===== config.mk =====
export PLATFORM = sky130hd
export DESIGN_NAME = seg7_frame_capture
export DESIGN_NICKNAME = d
export VERILOG_FILES = /design/src/rtl/seg7_pkg.sv /design/src/rtl/seg7_glyph_decode.sv /design/src/rtl/seg7_frame_capture.sv
export SDC_FILE = /design/constraint.sdc
export NUM_CORES = 1
export LEC_CHECK = 0
export CAP_MARGIN = 10
export CORE_MARGIN = 1.5
export CORE_UTILIZATION = 35
export CTS_CLUSTER_DIAMETER = 200
export CTS_CLUSTER_SIZE = 12
export DETAILED_ROUTE_END_ITERATION = 12
export PLACE_DENSITY = 0.62
export SYNTH_ARGS = -nofsm -noshare
export SYNTH_HDL_FRONTEND = slang
export SYNTH_HIERARCHICAL = 1
export SYNTH_SLANG_ARGS = --single-unit

===== constraint.sdc =====
create_clock -name clk_i -period 2.7 [get_ports clk_i]
set_input_delay 0.54 -clock clk_i [delete_from_list [all_inputs] [get_ports clk_i]]
set_output_delay 0.54 -clock clk_i [all_outputs]
set_load 0.005 [all_outputs]

===== src/rtl/seg7_pkg.sv =====
// Shared constants for the 7-segment display path: glyph patterns (active-low, bit0=a .. bit6=g),
// the blank pattern and the number of digit slots.
package seg7_pkg;

  localparam int NUM_DIGITS = 4;

  localparam logic [6:0] SEG_BLANK = 7'h7F;

  localparam logic [6:0] GLYPH_0 = 7'h40;
  localparam logic [6:0] GLYPH_1 = 7'h79;
  localparam logic [6:0] GLYPH_2 = 7'h24;
  localparam logic [6:0] GLYPH_3 = 7'h30;
  localparam logic [6:0] GLYPH_4 = 7'h19;
  localparam logic [6:0] GLYPH_5 = 7'h12;
  localparam logic [6:0] GLYPH_6 = 7'h02;
  localparam logic [6:0] GLYPH_7 = 7'h78;
  localparam logic [6:0] GLYPH_8 = 7'h00;
  localparam logic [6:0] GLYPH_9 = 7'h10;
  localparam logic [6:0] GLYPH_A = 7'h08;
  localparam logic [6:0] GLYPH_B = 7'h03;
  localparam logic [6:0] GLYPH_C = 7'h46;
  localparam logic [6:0] GLYPH_D = 7'h21;
  localparam logic [6:0] GLYPH_E = 7'h06;
  localparam logic [6:0] GLYPH_F = 7'h0E;

  // Entry i holds the glyph for nibble value i.
  localparam logic [15:0][6:0] GLYPH_TABLE = {
    GLYPH_F, GLYPH_E, GLYPH_D, GLYPH_C, GLYPH_B, GLYPH_A, GLYPH_9, GLYPH_8,
    GLYPH_7, GLYPH_6, GLYPH_5, GLYPH_4, GLYPH_3, GLYPH_2, GLYPH_1, GLYPH_0
  };

endpackage


===== src/rtl/seg7_glyph_decode.sv =====
// Maps an active-low segment pattern back to its hex nibble; anything that is not one of the
// 16 hex glyphs (blank included) is flagged illegal and returns nibble 0.
module seg7_glyph_decode
  import seg7_pkg::*;
(
  input  logic [6:0] seg_i,
  output logic [3:0] nibble_o,
  output logic       illegal_o
);

  always_comb begin
    nibble_o  = 4'h0;
    illegal_o = 1'b1;
    for (int i = 0; i < 16; i++) begin
      if (seg_i == GLYPH_TABLE[i]) begin
        nibble_o  = 4'(i);
        illegal_o = 1'b0;
      end
    end
  end

endmodule


===== src/rtl/seg7_frame_capture.sv =====
// Samples a multiplexed 7-segment bus, accepts each digit once it is stable for STABLE_CYCLES
// edges, and presents every completed 4-digit frame on a valid/ready port with overrun tracking.
module seg7_frame_capture
  import seg7_pkg::*;
#(
  parameter int STABLE_CYCLES = 4
) (
  input  logic                    clk_i,
  input  logic                    rst_ni,
  input  logic [6:0]              seg_i,
  input  logic [NUM_DIGITS-1:0]   dig_en_i,
  output logic [4*NUM_DIGITS-1:0] out_value_o,
  output logic [NUM_DIGITS-1:0]   out_err_o,
  output logic                    out_valid_o,
  input  logic                    out_ready_i,
  output logic                    overrun_o,
  input  logic                    ovr_clr_i
);

  localparam logic [3:0] STABLE = 4'(STABLE_CYCLES);

  logic [10:0] prev_q;
  logic [3:0]  cnt_q, cnt_d;
  logic        acc_q, acc_d;
  logic [3:0]  cap_q, cap_d;
  logic [15:0] slot_val_q, slot_val_d;
  logic [3:0]  slot_err_q, slot_err_d;
  logic [15:0] out_value_q, out_value_d;
  logic [3:0]  out_err_q, out_err_d;
  logic        out_valid_q, out_valid_d;
  logic        ovr_q, ovr_d;

  logic        onehot;
  logic [1:0]  slot;
  logic [3:0]  nibble;
  logic        illegal;
  logic        accept;
  logic        ovr_set;
  logic [3:0]  cap_new;
  logic [15:0] frame_val;
  logic [3:0]  frame_err;

  seg7_glyph_decode u_decode (
    .seg_i     (seg_i),
    .nibble_o  (nibble),
    .illegal_o (illegal)
  );

  assign onehot = $onehot(dig_en_i);

  always_comb begin
    slot = 2'd0;
    for (int k = 0; k < NUM_DIGITS; k++) begin
      if (dig_en_i[k]) slot = 2'(k);
    end
  end

  // The accepted latch limits each stable run to a single acceptance.
  always_comb begin
    cnt_d  = cnt_q;
    acc_d  = acc_q;
    accept = 1'b0;
    if (!onehot) begin
      cnt_d = 4'd0;
      acc_d = 1'b0;
    end else if ({dig_en_i, seg_i} != prev_q) begin
      cnt_d = 4'd1;
      acc_d = 1'b0;
    end else begin
      if (cnt_q < STABLE) cnt_d = cnt_q + 4'd1;
      if ((cnt_d == STABLE) && !acc_q) begin
        accept = 1'b1;
        acc_d  = 1'b1;
      end
    end
  end

  // The digit accepted this edge is bypassed into the frame so completion needs no extra cycle.
  always_comb begin
    cap_new   = cap_q | (4'b0001 << slot);
    frame_val = slot_val_q;
    frame_val[4*slot +: 4] = nibble;
    frame_err = slot_err_q;
    frame_err[slot] = illegal;

    cap_d       = cap_q;
    slot_val_d  = slot_val_q;
    slot_err_d  = slot_err_q;
    out_value_d = out_value_q;
    out_err_d   = out_err_q;
    out_valid_d = out_valid_q;
    ovr_set     = 1'b0;

    if (out_valid_q && out_ready_i) out_valid_d = 1'b0;

    if (accept) begin
      slot_val_d = frame_val;
      slot_err_d = frame_err;
      if (&cap_new) begin
        cap_d      = 4'd0;
        slot_err_d = 4'd0;
        if (!out_valid_q || out_ready_i) begin
          out_value_d = frame_val;
          out_err_d   = frame_err;
          out_valid_d = 1'b1;
        end else begin
          ovr_set = 1'b1;
        end
      end else begin
        cap_d = cap_new;
      end
    end

    if (ovr_set)        ovr_d = 1'b1;
    else if (ovr_clr_i) ovr_d = 1'b0;
    else                ovr_d = ovr_q;
  end

  always_ff @(posedge clk_i or negedge rst_ni) begin
    if (!rst_ni) begin
      prev_q      <= '0;
      cnt_q       <= '0;
      acc_q       <= 1'b0;
      cap_q       <= '0;
      slot_val_q  <= '0;
      slot_err_q  <= '0;
      out_value_q <= '0;
      out_err_q   <= '0;
      out_valid_q <= 1'b0;
      ovr_q       <= 1'b0;
    end else begin
      prev_q      <= {dig_en_i, seg_i};
      cnt_q       <= cnt_d;
      acc_q       <= acc_d;
      cap_q       <= cap_d;
      slot_val_q  <= slot_val_d;
      slot_err_q  <= slot_err_d;
      out_value_q <= out_value_d;
      out_err_q   <= out_err_d;
      out_valid_q <= out_valid_d;
      ovr_q       <= ovr_d;
    end
  end

  assign out_value_o = out_value_q;
  assign out_err_o   = out_err_q;
  assign out_valid_o = out_valid_q;
  assign overrun_o   = ovr_q;

endmodule


==> results.md, run 1 <==
* Simple-Gate Fraction of Synth Area at 0.162
* PwrDens at 500 nW/um2
* Via Count at 2444
* LEAKAGE at about 2.2 nW
* Final cell utilization of the core at 0.497
* IO Pins at 37
* Synthesis-to-layout area growth at 35.8%
* Final instance area at 4380 um2
* Largest family of logic cells by synthesized area: simple AND/OR/NAND/NOR gates
* Die height at approximately 99 um
* Vias in the first global route at 2555
* GRT Util Overall at 0.158
* Minimum clock period after layout at 2.68 ns
* Seq/Total Area, Yosys at 0.482
* Status: complete, but fails checks
* Final Max Slew Viols at 0
* Die X at about 100 um
* Synth Area in Compound Gates at 0.112
* Relative slew margins at 0.594
* Routed Antenna Nets at 0
* Post-DR vias/cell at between 4 and 5
* Drt wl/cell at 13.7 um
* Initial Util at 0.366
* Fmax at around 370 MHz
* CTS Buffer Depth at 2
* MaxCap Viol Count at 0
* Tcrit/Tclk final at 0.992
* Placer Congestion at about 0.86
* Nets at 420
* Clock transition at path regs at 0.08 ns
* Slowest cell on crit path: fa_1
* Synthesized area per cell at 10.4 um2
* Yosys reg bits at between 60 and 70
* Slew @ Worst Pin at a little over 0.6 ns
* Worst path max stage delay at around 0.52 ns
* Share of cells above drive strength 1 at 0.261
* Num CTS Buffers at 9
* First-pass GRT wire length at between 10000 and 15000 um
* Dpl cells at 488
* Final worst slack at approximately 0.023 ns
* Worst Path Arrival at between 2 and 3 ns
* CTS H-Tree Depth at 3
* Routed wire length at just under 7000 um
* Die ar. at 9790 um2
* N_diodes at 0
* CP Data Required Time at ~2.9 ns
* TritonCTS Sinks at 62
* CP startpoint kind: input port
* 1st-iter DRT viols at between 60 and 70
* Mux share of post-synthesis cell area at 0.106
* Maximum VDD drop at 0.190 mV
* Setup Viol. Count Final at 0
* Critical path class: input port to flop
* Syn nets at 337
* Crit-path max FO at 8
* Count of cell types in the netlist at 47
* Area post-placement at 4060 um2
* Worst Path Buf+Inv at 5
* Post-synthesis adder-cell area fraction at 0.0489
* Pre-Repair DR Iteration Count at 8
* Critical Path Sink Type: flop
* Root buffer cell: clkbuf_8
* Synth Area in XOR/XNOR at 0.0326
* Site row count at 34
* DRC at 3
* CTS Hold Buffers Added at 0
* Failing checks: design-rule violations
* DP Worst Slack at -0.987 ns
* Post-Layout Cell Count at between 500 and 600
* Initial antenna violation count at 0
* Final hold violations at 0
* Unrepaired setup endpoints after global routing: true
* Worst clock skew at 0.0125 ns
* Yosys warning count at 6
* Top delay family on crit path: adder cells
* HP Class: input port to asynchronous set/reset pin
* Post-synthesis cell area at ~3200 um2
* Hpwl dp at ~5000 um
* Largest net degree at the start of global routing at 39
* Post-Syn Instances at 310
* Total gr overflow at 0
* Clock Latency Late Sink at between 0.3 and 0.4 ns
* Core area at 8810 um2
* Critical-path cell list: buf_8, inv_8, fa_1, inv_1, ha_2, ha_4, nor2_4, o2111a_1, nand4_1, or3b_4, buf_16, buf_12, mux2i_2
* TritonCTS clock tree: yes
* I/O Buffers at 36
[report_power, final]
| group | switching (mW) | internal (mW) |
|---|---|---|
| Combinational | 0.124 | 0.109 |
| Clock | 0.391 | 0.616 |
| Sequential | 0.00713 | 0.939 |
| Total | 0.522 | 1.66 |
[cell usage in the layout, fill, tap and decap left out, drive strengths merged, types with 5 or more instances in the layout]
master and n:
a21oi 13, ha 11, clkdlybuf4s50 32, o21ai 20
xor2 12, mux2i 13, inv 31, nand2 32
nor2b 10, buf 52, mux2 16, nor2 22
clkbuf 9, dfrtp 62, nand4 5, nor3 9
[state kept, by name, indices dropped and copies added (netlist names)]
| name | cells |
|---|---|
| out_value_o | 16 |
| cnt_q | 4 |
| out_err_o | 4 |
| prev_q | 11 |
| slot_err_q | 4 |
| overrun_o | 1 |
| slot_val_q | 16 |
| cap_q | 4 |
| acc_q | 1 |
| out_valid_o | 1 |
[path summary, 6_finish.rpt]
path	slack, ns	cells past startpoint	startpoint	to
max in group asynchronous	1.88	2	rst_ni	slot_val_q[13]
hold / removal	0.20	1	rst_ni	prev_q[2]
setup reg to reg	0.34	8	cnt_q[0]	out_value_o[5]
setup / recovery	0.02	13	dig_en_i[1]	out_value_o[5]
min in group clk_i	0.42	2	dig_en_i[3]	prev_q[10]
hold reg to reg	0.47	2	slot_val_q[4]	slot_val_q[4]
[synth_stat cells, drive strengths merged]
master  number  area share
mux2i       13       0.040
mux2        16       0.065
o21a         4      0.0093
o21ai       20       0.031
nand4        5       0.012
and4bb       1      0.0039
a22o         4       0.011
o22ai        1      0.0019
a311oi       1      0.0047
nor2        22       0.026
a211oi       2      0.0047
o221ai       1      0.0027
o41ai        1      0.0027
or3b         2      0.0054
a22oi        4      0.0093
nand2b       2      0.0039
nor4         2      0.0078
nand3        4      0.0062
and4         2      0.0054
a31oi        1      0.0019
nand3b       2      0.0047
nor3         9       0.014
nand4b       1      0.0047
buf          7       0.017
xor2        12       0.033
inv         30       0.035
o22a         2      0.0054
o31ai        1      0.0023
nor2b       10       0.024
nand2       32       0.038
a21oi       13       0.021
ha          11       0.043
o2111a       1      0.0035
clkbuf       5      0.0058
dfrtp       62        0.48
or2          1      0.0019
nor3b        1      0.0023
fa           1      0.0062
and3         1      0.0019
[area by class of cell]
class	instances	area, um2
repair buffers	84	807
multi-input cells	206	1520
inverters	30	120
clock buffers	9	124
clock inverters	7	121
flip-flops and latches	62	1550
fillers	807	4430
well taps	108	135
[worst register-to-register path, cell delays in order, from the launching register on]
cell	delay [ns]
dfrtp_1	0.42
ha_1	0.32
and4bb_2	0.31
o2111a_1	0.22
nand4_1	0.08
or3b_4	0.43
buf_16	0.17
buf_12	0.14
mux2i_2	0.15
[cell families after synthesis]
group / count (synthesis)
xor gates and xnor gates: 12
AOI/OAI and AO/OA: 56
buffers and inverters: 42
muxes: 29
and+or+nand+nor: 97
DFF: 62
adders and majority gates: 12
[routing by layer]
layer	vias to the layer above	global-route usage	part of all wire
li1	1221	-	-
met1	1173	0.199	0.46
met2	40	0.266	0.48
met3	10	0.0355	0.037
met4	0	0.0615	0.017
met5	-	0	0
[stage by stage]
stage | TNS (ns) | total power [mW] | hold WS (ns)
finish | 0 | 2.19 | 0.196
global route | -1.58 | 2.28 | 0.225
CTS | 0 | 2.21 | 0.199
detailed placement | -35.51 | 1.18 | 0.464
global placement | -30.88 | 1.18 | 0.454
floorplan | -2.85 | 1.07 | 0.244
[timing repair]
item | 4_1_cts | 5_1_grt
resized for setup | 23 | 4
setup endpoints to repair | 46 | 21
gates cloned | 1 | 0
setup buffers | 0 | 1
pin swaps | 6 | 0
No activity file was read; power rests on OpenSTA's default activity.
==> run 2, diff against run 1 <==
Settings changed: GPL_ROUTABILITY_DRIVEN from default to 0, GPL_TIMING_DRIVEN from default to 0.
==> run 2 against run 1 <==
Against the previous run: the run still ends with design-rule violations left; clock-buffer cell count unchanged; clock skew hardly changed; die area unchanged; utilization is 2.9 points lower; sequential share of layout area increased by 2.2 points; worst hold slack better by 0.070 ns; global-route usage decreased by 0.29 points; total power down 1.0%; highest routed layer unchanged.
==> results.md, run 2 (synthesis gave the netlist of run 1 again) <==
* Via Count at 2393 (-2.1%)
* Core area at 8810 um2 (unchanged)
* IO Pins at 37 (unchanged)
* Total gr overflow at 0 (unchanged)
* GRT Util Overall at 0.156 (-0.00290)
* Routed wire length at 6880 um (-0.55%)
* Unrepaired setup endpoints after global routing: true
* Slew @ Worst Pin at 0.793 ns (+0.185 ns)
* Fillers at 831 (+3.0%)
* Share of cells above drive strength 1 at 0.202 (-0.0597)
* Clock transition at path regs at 0.08 ns (about the same)
* Die height at 98.9 um (unchanged)
* Initial Util at 0.366 (unchanged)
* Setup Total Neg Slack at 0 ns (unchanged)
* Most common cell after layout, fill and taps aside: dfrtp_1
* RR Endpoint: out_value_o[12]
* DP Worst Slack at -1.04 ns (-0.0530 ns)
* Post-Layout Cell Count at 475 (-6.1%)
* Hold slack at 0.266 ns (+0.0700 ns)
* HP Class: input port to asynchronous set/reset pin
* Post-DR vias/cell at 5.04 (+4.3%)
* Fmax at 373 MHz (about the same)
* Die ar. at 9790 um2 (unchanged)
* Dpl cells at 454 (-7.0%)
* Met1 Routed Length at 3330 um (+3.8%)
* Area post-placement at 3720 um2 (-8.2%)
* 1st-iter DRT viols at 90 (+41%)
* Drt wl/cell at 14.5 um (+5.9%)
* Final Max Slew Viols at 0 (unchanged)
* Final cell utilization of the core at 0.468 (-0.0286)
* Hpwl dp at 4680 um (-8.5%)
* Final hold violations at 0 (unchanged)
* Num CTS Buffers at 9 (unchanged)
* Nets at 389 (-7.4%)
* Critical-path cell list: buf_8, inv_4, fa_1, inv_1, ha_2, ha_4, nor2_4, o2111a_1, nand4_1, or3b_4, buf_12, mux2_4
* LEAKAGE at 2.03 nW (-7.2%)
* Relative slew margins at 0.471 (-0.123)
* N_diodes at 0 (unchanged)
* Clock Latency Late Sink at 0.35 ns (about the same)
* Die X at 98.9 um (unchanged)
* R2r startpoint: cnt_q[0]
* Most frequent cells in the layout: dfrtp_1 (62), clkdlybuf4s50_1 (31), nand2_1 (30), inv_1 (25), nor2_1 (21)
* TritonCTS Sinks at 62 (unchanged)
* MaxCap Viol Count at 0 (unchanged)
* Initial antenna violation count at 0 (unchanged)
* TritonCTS clock tree: yes
* Site row count at 34 (unchanged)
* Worst clock skew at 0.0124 ns (-0.0000748 ns)
* Crit-path max FO at 5 (-3)
* Pre-Repair DR Iteration Count at 8 (unchanged)
* Critical path class: input port to flop
* CP Data Required Time at 2.92 ns (about the same)
* Vias in the first global route at 2408 (-5.8%)
* Final Power at 2.16 mW (-1.0%)
* Setup Viol. Count Final at 0 (unchanged)
* Maximum VDD drop at 0.264 mV (+39%)
* Failing checks: design-rule violations
* Synthesis-to-layout area growth at 28.0%
* Worst path max stage delay at 0.52 ns (about the same)
* Critical Path Sink Type: flop
* First-pass GRT wire length at 11900 um (-2.2%)
* Final instance area at 4120 um2 (-5.7%)
* CTS Buffer Depth at 2 (unchanged)
* Met3 Routed Length at 168 um (-35%)
* CTS Hold Buffers Added at 0 (unchanged)
* Routed Antenna Nets at 0 (unchanged)
* Largest net degree at the start of global routing at 63 (+62%)
* Routed wl met2 at 3240 um (-2.8%)
* Slowest cell on crit path: fa_1
* PwrDens at 525 nW/um2 (+5.0%)
* Worst Path Arrival at 2.90 ns (about the same)
* CP startpoint kind: input port
* Tcrit/Tclk final at 0.992 (about the same)
* I/O Buffers at 36 (unchanged)
* Worst Reg-to-Reg Cells at 7 (-1)
* R2R Setup Slk at 0.28 ns (-0.06 ns)
* Root buffer cell: clkbuf_8
* Minimum clock period after layout at 2.68 ns (+0.00170 ns)
* Status: complete, but fails checks
* Top Layer Used: met4
* DRC at 3 (unchanged)
* Final worst slack at 0.0212 ns (-0.00170 ns)
* CTS H-Tree Depth at 3 (unchanged)
run 2: cell count changes in the layout (fill, tap and decap cells not counted), moves of 2 or more:
cell / before / now
buf_12: 5 / 2
buf_4: 41 / 9
clkbuf_1: 0 / 4
clkinv_4: 0 / 2
clkinvlp_4: 3 / 0
inv_1: 27 / 25
run 2: what timing repair did:
item / 4_1_cts / 5_1_grt
setup buffers: 4 / 0
cloned: 1 / 0
pin swaps: 6 / 2
setup endpoints to repair: 46 / 27
gates resized for setup: 40 / 5
run 2: worst max-delay path, delay by kind of cell:
kind / cells / cell delay (ns)
compound gates: 1 / 0.20
fa+ha+maj: 3 / 0.93
buf+inv: 4 / 0.31
mux: 1 / 0.28
simple gates: 3 / 0.64
run 2: layer usage:
layer	global-route usage	vias up
li1	-	1163
met3	0.0241	12
met4	0.0758	0
met1	0.209	1184
met2	0.246	34
met5	0	-
run 2: layout make-up:
cell class / count / area [um2] / share of cell area
sequential: 62 / 1550 / 0.376
tap: 108 / 135 / 0.0328
clock buffer: 9 / 124 / 0.0300
inverter: 30 / 123 / 0.0297
buffer: 12 / 86.3 / 0.0209
timing repair buffer: 41 / 434 / 0.105
multi-input combinational: 206 / 1550 / 0.376
clock inverter: 7 / 121 / 0.0294
run 2: worst max-delay path by stage:
stage	from	endpoint	slack, ns	cells after the start
after global placement	dig_en_i[1]	out_value_o[11]	-1.02	12
final	dig_en_i[0]	out_value_o[12]	0.02	12
after floorplan	dig_en_i[1]	out_err_o[0]	-0.21	11
after CTS	dig_en_i[0]	out_value_o[12]	-0.008	12
after global routing	dig_en_i[0]	out_value_o[11]	-0.05	12
after detailed placement	dig_en_i[1]	out_value_o[11]	-1.04	12
run 2: where the power goes:
group	leakage (nW)	switching, mW	internal (mW)	total (mW)
sequential	0.777	0.00719	0.939	0.946
clock	0.124	0.401	0.618	1.02
combinational	1.13	0.119	0.0804	0.200
==> run 3, diff against run 2 <==
Settings changed: GPL_TIMING_DRIVEN 0 to default, SYNTH_HIERARCHICAL 1 to default.
==> run 3 against run 2 <==
Against the previous run: wire length up 5.9%; fmax decreased by 11%; sequential power about the same; non-clock buffer count rose by 41; critical endpoint is now out_value_o[14]; the flow finishes with violations (design-rule violations, negative setup slack); clock power fell by 21%; cell area rose by 7.8%; global-route usage up 0.57 points.
==> results.md, run 3 <==
* Status: complete, but fails checks
* Cell taking the most area after synthesis: dfrtp_1
* Dpl cells at 473 (+4.2%)
* CTS H-Tree Depth at 3 (unchanged)
* Die ar. at 9770 um2 (-0.23%)
* MaxCap Viol Count at 0 (unchanged)
* R2R Setup Slk at 0.11 ns (-0.17 ns)
* Crit-path max FO at 5 (unchanged)
* Number of flops mapped to enable cells by yosys at 0 (unchanged)
* Yosys warning count at 0 (-6)
* Synthesized area per cell at 11.0 um2 (+5.6%)
* Fillers at 806 (-3.0%)
* Total gr overflow at 0 (unchanged)
* Count of cell types in the netlist at 53 (+13%)
* Routed Antenna Nets at 0 (unchanged)
* PwrDens at 445 nW/um2 (-15%)
* RR Endpoint: out_value_o[14]
* Tcrit/Tclk final at 1.11 (+0.118)
* TritonCTS Sinks at 62 (unchanged)
* Largest net degree at the start of global routing at 33 (-48%)
* Routed wire length at 7290 um (+5.9%)
* Pre-Repair DR Iteration Count at 8 (unchanged)
* Register area at 1550 um2 (unchanged)
* R2r startpoint: cnt_q[1]
* TritonCTS clock tree: yes
* Most frequent cells in the layout: dfrtp_1 (62), buf_4 (52), clkdlybuf4s50_1 (32), nor2_1 (23)
* CTS Buffer Depth at 2 (unchanged)
* Critical path class: input port to flop
* Slew @ Worst Pin at 1.03 ns (+0.234 ns)
* Post-Layout Cell Count at 494 (+4.0%)
* Worst Path Arrival at 3.22 ns (+0.32 ns)
* Nets at 401 (+3.1%)
* GRT Util Overall at 0.161 (+0.00569)
* Via Count at 2527 (+5.6%)
* Die X at 98.8 um (-0.12%)
* Drt wl/cell at 14.7 um (+1.8%)
* Most frequent cells after synthesis: dfrtp_1 (62), mux2_2 (31), nor2_1 (23)
* Core area at 8810 um2 (unchanged)
* Yosys reg bits at 62 (unchanged)
* P_int at 1.50 mW (-8.5%)
* DP Worst Slack at -1.19 ns (-0.154 ns)
* CP Data Required Time at 2.93 ns (about the same)
* N_diodes at 0 (unchanged)
* Ys flop type: dfrtp_1
* DRC at 2 (-1)
* Setup Viol. Count Final at 23 (+23)
* Initial Util at 0.365 (-0.000852)
* Most common cell after layout, fill and taps aside: dfrtp_1
* Initial antenna violation count at 0 (unchanged)
* Vias in the first global route at 2548 (+5.8%)
* Share of cells above drive strength 1 at 0.352 (+0.151)
* Sw Ratio at 0.243 (-0.00102)
* Minimum clock period after layout at 3.00 ns (+0.318 ns)
* Final Max Slew Viols at 0 (unchanged)
* Relative slew margins at 0.314 (-0.157)
* Post-DR vias/cell at 5.12 (+1.5%)
* Count leader, synth: dfrtp_1
* Fmax at 334 MHz (-11%)
* Syn nets at 312 (-7.4%)
* Hpwl dp at 5110 um (+9.1%)
* Psw at 479 uW (-9.0%)
* Synth top area share at 0.483 (+0.00112)
* I/O Buffers at 36 (unchanged)
* Post-Syn Instances at 293 (-5.5%)
* LEAKAGE at 1.99 nW (-2.0%)
* CP startpoint kind: input port
* Combinational group share of total power at 0.117 (+0.025)
* Root buffer cell: clkbuf_8
* Worst clock skew at 0.00854 ns (-0.00388 ns)
* Sequential Power Share at 0.478 (+0.041)
* IO Pins at 37 (unchanged)
* Num CTS Buffers at 9 (unchanged)
* Critical Path Sink Type: flop
* Multi-input logic area at 1620 um2 (+4.3%)
* Unrepaired setup endpoints after global routing: true
* 1st-iter DRT viols at 46 (-49%)
* Worst Reg-to-Reg Cells at 9 (+2)
* Synth area leaders: dfrtp_1 (48%), mux2_2 (11%), xnor2_1 (3.3%)
* Die height at 98.8 um (-0.12%)
* Clock network power share at 0.405 (-0.066)
* Clock transition at path regs at 0.07 ns (about the same)
* First-pass GRT wire length at 12300 um (+3.2%)
* Seq/Total Area, Yosys at 0.483 (+0.00112)
* Failing checks: design-rule violations, negative setup slack
* Ys async rst share at 1.00 (unchanged)
* HP Class: input port to asynchronous set/reset pin
* Final worst slack at -0.297 ns (-0.318 ns)
* Synthesis-to-layout area growth at 38.3%
* Site row count at 34 (unchanged)
* Final hold violations at 0 (unchanged)
* Post-synthesis cell area at 3210 um2 (-0.23%)
* Clock Latency Late Sink at 0.34 ns (about the same)
* Maximum VDD drop at 0.180 mV (-32%)
==> run 3: worst max-delay path by stage <==
| stage | start | end | cells after the start |
|---|---|---|---|
| 6_report | dig_en_i[0] | out_value_o[14] | 14 |
| 5_1_grt | dig_en_i[0] | out_value_o[8] | 14 |
| 4_1_cts | dig_en_i[0] | out_value_o[10] | 14 |
| 3_5_place_dp | dig_en_i[0] | out_value_o[3] | 12 |
| 3_3_place_gp | dig_en_i[0] | out_err_o[3] | 12 |
| 2_1_floorplan | dig_en_i[3] | out_value_o[10] | 12 |
==> run 3: what timing repair did <==
item | 4_1_cts | 5_1_grt
hold endpoints to repair | 0 | 0
cloned | 3 | 0
endpoints found under the setup margin | 46 | 44
setup buffers | 4 | 1
hold buffers | 0 | 0
pin swaps | 6 | 2
gates resized for setup | 32 | 11
==> run 3: layout make-up <==
type                            instances  share of cell area
Clock inverter                          4              0.0107
Tap cell                              108              0.0304
Sequential cell                        62               0.349
Timing Repair Buffer                   94               0.198
Clock buffer                           11              0.0318
Inverter                               18              0.0169
Multi-Input combinational cell        197               0.363
==> run 3: kinds of logic after synthesis <==
logic type,count (synthesis),synth area share
simple gates,81,0.161
compound gates,65,0.134
flops,62,0.483
buf+inv,34,0.0494
mux,34,0.118
xor+xnor,13,0.0378
fa+ha+maj,4,0.0179
==> run 3: critical path, stage by stage <==
cell	delay, ns
buf_8	0.08
inv_4	0.03
fa_1	0.52
inv_1	0.04
ha_2	0.17
ha_4	0.22
nor3b_4	0.19
o2111ai_2	0.12
or4_4	0.46
nor3b_4	0.19
buf_6	0.15
buf_12	0.12
buf_16	0.12
mux2_4	0.29
==> run 3: layer usage <==
| layer | track usage | routed length [um] | vias to the layer above |
|---|---|---|---|
| met5 | 0 | 0 | - |
| met3 | 0.0291 | 215 | 10 |
| met1 | 0.210 | 3450 | 1246 |
| met2 | 0.265 | 3500 | 38 |
| met4 | 0.0681 | 113 | 0 |
| li1 | - | - | 1233 |
==> run 3: stage by stage <==
step / power, mW / util / area (um2) / setup TNS (ns) / hold slack [ns]
floorplan: 1.08 / - / 3300 / -16.21 / 0.244
global placement: 1.19 / 0.465 / 4100 / -42.16 / 0.483
detailed placement: 1.19 / 0.465 / 4100 / -43.51 / 0.493
CTS: 1.99 / 0.508 / 4470 / -6.15 / 0.301
global route: 2.06 / 0.505 / 4450 / -7.78 / 0.329
finish: 1.98 / 0.505 / 4450 / -4.96 / 0.270
==> run 3: power by group through the flow <==
stage / clock (mW) / combinational [mW] / sequential [mW]
3_3_place_gp: 0 / 0.227 / 0.962
3_5_place_dp: 0 / 0.232 / 0.963
2_1_floorplan: 0 / 0.118 / 0.964
5_1_grt: 0.859 / 0.254 / 0.946
4_1_cts: 0.814 / 0.234 / 0.945
6_report: 0.801 / 0.231 / 0.946
